==> src/rtl/tm_pkg.sv <==
// Shared definitions for the Turing machine program loader and core.
// Holds the loader state encoding and the default word width / program
// depth constants used by both the loader and the TuringMachine core.
package tm_pkg;

  // Default data word width, matching the core's input_data bus
  localparam int TM_DW = 4;
  // Default program buffer depth in words
  localparam int TM_W  = 64;

  // Loader state encoding; S_STEP is only reachable with auto-stepping
  typedef enum logic [2:0] {
    S_IDLE,
    S_SETUP,
    S_PULSE,
    S_GAP,
    S_DONE_SETUP,
    S_DONE_PULSE,
    S_STEP
  } loader_state_e;

endpackage

==> src/rtl/tm_phase_timer.sv <==
// Loadable down-counter with a zero flag. Loading N gives N+1 cycles
// until zero is seen, so the loader loads (phase length - 1) to time
// the Next-high and Next-low phases.
module tm_phase_timer #(
  parameter int TW = 2
) (
  input  logic          clock,
  input  logic          reset,
  input  logic          load,
  input  logic [TW-1:0] load_val,
  output logic          zero
);

  logic [TW-1:0] count_q;

  // Count down to zero and hold there until the next load
  always_ff @(posedge clock) begin
    if (reset) begin
      count_q <= '0;
    end else if (load) begin
      count_q <= load_val;
    end else if (count_q != '0) begin
      count_q <= count_q - TW'(1);
    end
  end

  assign zero = (count_q == '0);

endmodule

==> src/rtl/tm_program_loader.sv <==
// Transmitter side of the Turing machine program-entry handshake.
// Replays a buffered word stream onto input_data/Next, then presents the
// tape start index with a single-cycle Done strobe. All handshake outputs
// are registered so the core sees glitch-free strobes.
// Optional feature macro: TM_LOADER_AUTOSTEP_EN adds compute_done and a
// STEP state that keeps pulsing Next after Done until the core finishes.
module tm_program_loader
  import tm_pkg::*;
#(
  parameter int DW   = TM_DW,
  parameter int W    = TM_W,
  parameter int AW   = $clog2(W),
  parameter int HOLD = 2,
  parameter int GAP  = 2
) (
  input  logic          clock,
  input  logic          reset,
  input  logic          prog_we,
  input  logic [AW-1:0] prog_addr,
  input  logic [DW-1:0] prog_wdata,
  input  logic [AW:0]   prog_len,
  input  logic [DW-1:0] tape_start,
  input  logic          start,
`ifdef TM_LOADER_AUTOSTEP_EN
  input  logic          compute_done,
`endif
  output logic [DW-1:0] input_data,
  output logic          Next,
  output logic          Done,
  output logic          busy,
  output logic [AW:0]   sent_count,
  output logic          load_done
);

  localparam int PH_MAX = (HOLD > GAP) ? HOLD : GAP;
  localparam int TW     = $clog2(PH_MAX) + 1;
  localparam logic [AW:0] ONE   = (AW+1)'(1);
  localparam logic [AW:0] W_LEN = (AW+1)'(W);

  loader_state_e state_q, state_n;

  logic [DW-1:0] buf_q [W];
  logic [AW:0]   len_q, len_n, idx_q, idx_n, sent_n, len_clamp, rd_idx;
  logic [DW-1:0] tape_q, tape_n, data_n, rd_word;
  logic          next_n, done_n, busy_n, wr_en;
  logic          tmr_load, tmr_zero;
  logic [TW-1:0] tmr_val;
`ifdef TM_LOADER_AUTOSTEP_EN
  logic          step_hi_q, step_hi_n;
`endif

  // Buffer writes are only accepted while the loader is idle
  assign wr_en     = prog_we && (state_q == S_IDLE);
  assign len_clamp = (prog_len > W_LEN) ? W_LEN : prog_len;

  tm_phase_timer #(.TW(TW)) u_timer (
    .clock    (clock),
    .reset    (reset),
    .load     (tmr_load),
    .load_val (tmr_val),
    .zero     (tmr_zero)
  );

  // Program buffer storage; contents survive reset
  always_ff @(posedge clock) begin
    if (wr_en) begin
      buf_q[prog_addr] <= prog_wdata;
    end
  end

  // Fetch the word for the next SETUP, forwarding a same-cycle write
  always_comb begin
    rd_idx  = (state_q == S_GAP) ? (idx_q + ONE) : '0;
    rd_word = '0;
    if (rd_idx < W_LEN) begin
      rd_word = buf_q[rd_idx[AW-1:0]];
    end
    if (wr_en && (prog_addr == rd_idx[AW-1:0])) begin
      rd_word = prog_wdata;
    end
  end

  // Next-state logic and next values of the registered outputs
  always_comb begin
    state_n  = state_q;
    len_n    = len_q;
    tape_n   = tape_q;
    idx_n    = idx_q;
    sent_n   = sent_count;
    data_n   = input_data;
    tmr_load = 1'b0;
    tmr_val  = '0;
`ifdef TM_LOADER_AUTOSTEP_EN
    step_hi_n = step_hi_q;
`endif
    unique case (state_q)
      S_IDLE: begin
        if (start) begin
          len_n  = len_clamp;
          tape_n = tape_start;
          idx_n  = '0;
          sent_n = '0;
          if (len_clamp != '0) begin
            state_n = S_SETUP;
            data_n  = rd_word;
          end else begin
            state_n = S_DONE_SETUP;
            data_n  = tape_start;
          end
        end
      end
      S_SETUP: begin
        state_n  = S_PULSE;
        tmr_load = 1'b1;
        tmr_val  = TW'(HOLD - 1);
      end
      S_PULSE: begin
        if (tmr_zero) begin
          state_n  = S_GAP;
          tmr_load = 1'b1;
          tmr_val  = TW'(GAP - 1);
        end
      end
      S_GAP: begin
        if (tmr_zero) begin
          sent_n = sent_count + ONE;
          idx_n  = idx_q + ONE;
          if (sent_n < len_q) begin
            state_n = S_SETUP;
            data_n  = rd_word;
          end else begin
            state_n = S_DONE_SETUP;
            data_n  = tape_q;
          end
        end
      end
      S_DONE_SETUP: begin
        state_n = S_DONE_PULSE;
      end
      S_DONE_PULSE: begin
`ifdef TM_LOADER_AUTOSTEP_EN
        state_n   = S_STEP;
        step_hi_n = 1'b1;
        tmr_load  = 1'b1;
        tmr_val   = TW'(HOLD - 1);
`else
        state_n = S_IDLE;
`endif
      end
      S_STEP: begin
`ifdef TM_LOADER_AUTOSTEP_EN
        if (compute_done) begin
          state_n   = S_IDLE;
          step_hi_n = 1'b0;
        end else if (tmr_zero) begin
          step_hi_n = !step_hi_q;
          tmr_load  = 1'b1;
          tmr_val   = step_hi_q ? TW'(GAP - 1) : TW'(HOLD - 1);
        end
`else
        state_n = S_IDLE;
`endif
      end
      default: begin
        state_n = S_IDLE;
      end
    endcase
    next_n = (state_n == S_PULSE);
`ifdef TM_LOADER_AUTOSTEP_EN
    next_n = next_n || ((state_n == S_STEP) && step_hi_n);
`endif
    done_n = (state_n == S_DONE_PULSE);
    busy_n = (state_n != S_IDLE);
  end

  // State, run bookkeeping and registered handshake outputs
  always_ff @(posedge clock) begin
    if (reset) begin
      state_q    <= S_IDLE;
      len_q      <= '0;
      tape_q     <= '0;
      idx_q      <= '0;
      sent_count <= '0;
      input_data <= '0;
      Next       <= 1'b0;
      Done       <= 1'b0;
      load_done  <= 1'b0;
      busy       <= 1'b0;
`ifdef TM_LOADER_AUTOSTEP_EN
      step_hi_q  <= 1'b0;
`endif
    end else begin
      state_q    <= state_n;
      len_q      <= len_n;
      tape_q     <= tape_n;
      idx_q      <= idx_n;
      sent_count <= sent_n;
      input_data <= data_n;
      Next       <= next_n;
      Done       <= done_n;
      load_done  <= done_n;
      busy       <= busy_n;
`ifdef TM_LOADER_AUTOSTEP_EN
      step_hi_q  <= step_hi_n;
`endif
    end
  end

endmodule

==> config.mk <==
export PLATFORM = sky130hd
export DESIGN_NAME = tm_program_loader
export DESIGN_NICKNAME = d
export VERILOG_FILES = /design/src/rtl/tm_pkg.sv /design/src/rtl/tm_phase_timer.sv /design/src/rtl/tm_program_loader.sv
export SDC_FILE = /design/constraint.sdc
export NUM_CORES = 1
export LEC_CHECK = 0
export ABC_AREA = 1
export CAP_MARGIN = 20
export CELL_PAD_IN_SITES_DETAIL_PLACEMENT = 1
export CELL_PAD_IN_SITES_GLOBAL_PLACEMENT = 2
export CORE_AREA = 2 2 183 185
export DETAILED_ROUTE_END_ITERATION = 10
export DIE_AREA = 0 0 185 187
export MAX_ROUTING_LAYER = met4
export PLACE_DENSITY_LB_ADDON = 0.05
export SETUP_SLACK_MARGIN = 0.02
export SYNTH_ARGS = -nofsm -noshare
export SYNTH_HDL_FRONTEND = slang
export SYNTH_SLANG_ARGS = --single-unit
==> constraint.sdc <==
create_clock -name clock -period 3.6 [get_ports clock]
set_clock_uncertainty 0.2 [all_clocks]
set_input_delay 0.9 -clock clock [delete_from_list [all_inputs] [get_ports clock]]
set_output_delay 0.9 -clock clock [all_outputs]
set_load 0.01 [all_outputs]
Word level (Yosys, flattened, before mapping). Memories as Yosys holds them, arrays and structs flattened. Cells that the tools add are included. Widths: inputs -> output; s select.

Register bits after elaboration: 37. RAM bits: 256. Input bits: 25. Word-level logic and storage cells: 65. Memories: 1.

Memory list: buf_q (depth 64, width 4, rd ports 1, clocked after memory_dff 0, write ports 1, RTL line tm_program_loader.sv:42) `logic [DW-1:0] buf_q [W];`.

Add/sub/neg operators: 3. $lt $le $gt $ge: 3. Equal/unequal tests: 9. Multiplexer cells: 28. Reductions and logical operators: 11.

Operators by type and width (number): $mux 7 (5); $pmux 7 s2 (2); $mux 4 (6); $mux 3 (5); $pmux 3 s5 (1); $add 7x1->7 const B (2); $eq 3x2->1 const B (3); $pmux 4 s2 (1); $gt 7x7->1 const B (1); $lt 7x7->1 (1); $lt 7x7->1 const B (1); $reduce_bool 7->1 (1); $eq 3x3->1 const B (2); $eq 6x6->1 (1); $reduce_bool 2->1 (3); $mux 1 (4); $mux 2 (2); $ne 2x2->1 const B (2); $pmux 1 s2 (2); $eq 3x1->1 const B (1); $logic_not 3->1 (1); $reduce_and 3->1 (1); $reduce_bool 3->1 (1); $logic_and 1x1->1 (2); other kinds (3) (3).

Logic depth before layout (Yosys ltp). Gate-level depths: netlist of the first run.

Word-level depth: 8. Depth in mapped cells: 17.

Hierarchy. Synthesis of the first run repeated with hierarchy kept, for this count alone.

Cells, all modules: 1267. Area total of the unflattened synthesis: 12821.0 µm².

By module, submodules not included: tm_program_loader (instances 1, cells an instance 1250, area an instance 12707.2 µm²); tm_phase_timer (instances 1, cells an instance 17, area an instance 113.9 µm²).

Worst setup path after synthesis of the first run. No wires, ideal clock.

Kind: register to register. From: register sent_count[0]. To: register busy. Arrival: 2.555 ns. Data required time: 3.273 ns. Path slack: 0.718 ns. Stages on the path, launching flop included: 13. Buffers on the path: 0. Period minus slack after synthesis: 2.882 ns. Cell sequence: dfxtp_1 ha_1 nand3_1 nand3b_1 xnor2_1 ha_1 nand2_1 inv_1 a221oi_1 nor2_1 nand2_1 a21oi_1 or3_1.

Cells in the longest elaborated chain, start to end: 6.

Ends and longest elaborated chain: from (decl) (RTL line tm_program_loader.sv:31) `output logic [AW:0] sent_count,`; from (signal assigned) (RTL line tm_program_loader.sv:197) `sent_count <= sent_n;`; $add 7x1->7 (RTL line tm_program_loader.sv:126) `sent_n = sent_count + ONE;`; $lt 7x7->1 (RTL line tm_program_loader.sv:128) `if (sent_n < len_q) begin`; $mux 3 (RTL line tm_program_loader.sv:128); $mux 3 (RTL line tm_program_loader.sv:125) `if (tmr_zero) begin`; $pmux 3 s5 (RTL line tm_program_loader.sv:96) `unique case (state_q)`; $reduce_bool 3->1 (RTL line tm_program_loader.sv:173) `busy_n = (state_n != S_IDLE);`; to (signal assigned) (RTL line tm_program_loader.sv:202) `busy <= busy_n;`; to (decl) (RTL line tm_program_loader.sv:30) `output logic busy,`.

No other way between the ends. A chain may end at the register's enable or synchronous reset.

Final worst setup path of the first run.
From: register state_q[0]. To: register input_data[0].

Cells in the longest elaborated chain, start to end: 8.

Ends and longest elaborated chain: from (decl) (RTL line tm_program_loader.sv:40) `loader_state_e state_q, state_n;`; from (signal assigned) (RTL line tm_program_loader.sv:193) `state_q <= state_n;`; $eq 3x2->1 (RTL line tm_program_loader.sv:73, tm_program_loader.sv:96); $mux 7 (RTL line tm_program_loader.sv:73) `rd_idx = (state_q == S_GAP) ? (idx_q + ONE) : '0;`; $mem_v2 64x4, or another cell as far along; $mux 4 / $logic_and 1x1->1 (equally long branches) (RTL line tm_program_loader.sv:75, tm_program_loader.sv:78); $mux 4 (RTL line tm_program_loader.sv:78) `if (wr_en && (prog_addr == rd_idx[AW-1:0])) begin`; $mux 4, on equally long branches (RTL line tm_program_loader.sv:128, tm_program_loader.sv:103); $mux 4, on equally long branches (RTL line tm_program_loader.sv:125, tm_program_loader.sv:98); $pmux 4 s2 (RTL line tm_program_loader.sv:96); to (signal assigned) (RTL line tm_program_loader.sv:198) `input_data <= data_n;`; to (decl) (RTL line tm_program_loader.sv:27) `output logic [DW-1:0] input_data,`.

Several ways; a longest one is shown, not always the timed one. The select of a mux whose other input is x is not followed.

==> results.toml, run 1 <==
[worst_setup_path]
slowest_stage = "inv_1"
crit_required_ps = 3860
path_common_cell = "nand3_1"
critical_path_class = "flip-flop to flip-flop"
cp-end-kind = "flip-flop"
arrival_ps = 3440
worstPathMaxFanout = 34
slowest_delay_ps = 470
cp_cell_sequence = "nand2_2 > nor2_4 > nand2_4 > inv_1 > nand2_1 > nand2_1 > nand3_1 > nand3_1 > nand3_1 > nand3_1 > nand3_1 > nand3_1 > nand2_1 > nand3_1 > nand2_1 > inv_1"
worstSetupStartpointType = "flip-flop"

[logic_synthesis]
avgSynthCellArea_um2 = 10.4
yosysWarnings = 0
yosys.area.top_type = "edfxtp_1"
yosys.area.top_type_share_pct = 59.5
ys.flop_type = "edfxtp_1"
synthCells = 1243
synth-edff-count = 256
async_flop_share_pct = 0
synth_area_um2 = 12900
yosys_register_bits = 293
seq_area_frac_synth_pct = 65.2
synthTopCellsByArea = "edfxtp_1, nand3_1, nand2_1"
yosysUniqueCellTypes = 36
syn_nets = 1277

[clock_network]
clock_latency_ps = 530
cts_resized = 0
cts_root_buffer = "clkbuf_16"
clockBufferDepth = 3
cts-buffers-inserted = 36
holdBufCountCts = 0
postCtsSetupBuffers = 0
htreeDepth = 2
numClockSinks = 293
cts.clk_slew.worst_paths_ps = 50
cts_tree = "built"

[floorplan]
core_area_um2 = 32900
rows = 67
initial_core_util_pct = 39.3
die_y_um = 187
dieWidth_um = 185
dieArea_um2 = 34600
ios = 40

[placement]
dp.final_hpwl_um = 24800
port_buffers = 39
routabilityCongestion = 0.786

[grt]
grt_pass1_vias = 9807
grt-ovfl-total = 0
grt_usage_pct = 23.9
grt_max_degree = 117
grt_pass1_wl_um = 60000
antenna_found_initial = 0

[power_and_ir_drop]
power_density_nw_per_um2 = 539
power_leakage_nw = 5.47
irDropWorstVdd_mv = 0.379

[route]
dr.pass1.iters = 4
drt_iter0_drc = 675
wl_um = 39100
drt-wirelength-per-cell_um = 22.1
drc_errors = 0
via_per_inst = 5.33
ant_nets = 0
vias = 9422

[sta]
slew_violations = 0
rsz0062_at_grt = "no"
hold_violations = 0
tns_ps = 0
worst_slew_pin_slew_ps = 762
slew_headroom_pct = 49.2
fmax_ghz = 0.314
period_share_pct = 88.4
fin_crit_ps = 3180
finalSetupViolCount = 0

[final_layout]
mostFrequentLayoutCell = "nand3_1"
final_net_count = 1330
syn2layout_area_growth_pct = 16.1
fin_util_pct = 45.6
final_cell_mix = "nand3_1, edfxtp_1, nand2_1"
drive_above_1_share_pct = 9.01
antennaDiodeCount = 0

[job]
drv_cap = 0

[min_path]
hold_class = "flip-flop to flip-flop"

[run_status]
status = "finished clean"
## layout make-up
type,instances,area [um2]
Timing Repair Buffer,85,816
Fill cell,3624,17900
Tap cell,448,561
Inverter,75,283
Multi-Input combinational cell,805,3840
Clock buffer,46,960
Sequential cell,293,8430
Clock inverter,17,114
## where the power goes
| part | switching, W | internal (W) | total [W] |
|---|---|---|---|
| Combinational | 0.000643 | 0.000275 | 0.000919 |
| Clock | 0.00140 | 0.00196 | 0.00336 |
| Sequential | 0.0000481 | 0.00376 | 0.00381 |
| Total | 0.00209 | 0.00600 | 0.00809 |
## cells in the mapped netlist (5+ instances only)
| master | instances |
|---|---|
| inv_2 | 5 |
| nand2_1 | 216 |
| nand3_2 | 6 |
| nand3b_1 | 5 |
| edfxtp_1 | 256 |
| a21oi_1 | 38 |
| inv_1 | 69 |
| ha_1 | 9 |
| nor2_1 | 104 |
| o21ai_0 | 22 |
| buf_1 | 9 |
| clkbuf_1 | 18 |
| nand3_1 | 373 |
| buf_6 | 7 |
| dfxtp_1 | 37 |
| buf_2 | 32 |
## worst max-delay path, delay by kind of cell, from the launching register on
kind / cells / cell delay [ps]
buffers and inverters: 2 / 510
flip-flops: 1 / 390
AND/OR/NAND/NOR: 14 / 2010
## metal layers
layer  share of wire (%)  routed length, um  GRT usage (%)  vias to the layer above
met5                   0                  0              -                        -
met4                 2.6               1020           6.47                        0
met3                 4.3               1680           3.41                       70
met2                  48              18600           38.4                      187
met1                  45              17800           31.8                     4683
li1                    -                  -              -                     4482
## worst paths after layout
path                                                    to                   start  cells after the start  slack, ps
worst max-delay path            input_data[0]$_SDFFE_PP0P_   state_q[0]$_SDFF_PP0_                     16        420
worst min-delay path                tape_q[0]$_SDFFE_PP0P_  tape_q[0]$_SDFFE_PP0P_                      2        270
worst max register to register  input_data[0]$_SDFFE_PP0P_   state_q[0]$_SDFF_PP0_                     16        420
worst min register to register      tape_q[0]$_SDFFE_PP0P_  tape_q[0]$_SDFFE_PP0P_                      2        270
## logic make-up after synthesis
| group | synth area share [%] |
|---|---|
| buffers and inverters | 5.10 |
| xor gates and xnor gates | 0.475 |
| DFF | 65.2 |
| adders and majority gates | 0.872 |
| and+or+nand+nor | 25.3 |
| AOI/OAI and AO/OA | 3.02 |
## through the flow
step | hold slack [ps] | total power [W] | instances | instance area, um2 | setup WS (ps)
floorplan | 230 | 0.00442 | 1243 | 12900 | 718
global route | 307 | 0.00843 | 1769 | 15000 | 109
global placement | 256 | 0.00481 | 1706 | 13900 | 425
detailed placement | 268 | 0.00482 | 1706 | 13900 | 316
CTS | 277 | 0.00818 | 1769 | 15000 | 373
finish | 270 | 0.00809 | 1769 | 15000 | 419
## flip-flops by register name, indices dropped and copies added (netlist names)
register and count:
Next 1, idx_q 7, tape_q 4, sent_count 7, len_q 7, u_timer.count_q 2
buf_q 256, load_done 1, busy 1, state_q 3, input_data 4
Power figures use the tool's default switching activity.
==> run 2, diff against run 1 <==
--- a/config.mk
+++ b/config.mk
@@ -12,6 +12,7 @@
 export CORE_AREA = 2 2 183 185
 export DETAILED_ROUTE_END_ITERATION = 10
 export DIE_AREA = 0 0 185 187
+export GPL_ROUTABILITY_DRIVEN = 0
 export MAX_ROUTING_LAYER = met4
 export PLACE_DENSITY_LB_ADDON = 0.05
 export SETUP_SLACK_MARGIN = 0.02
==> results of run 2 <==
The final DEF is identical to that of run 1; final timing and power are the same.
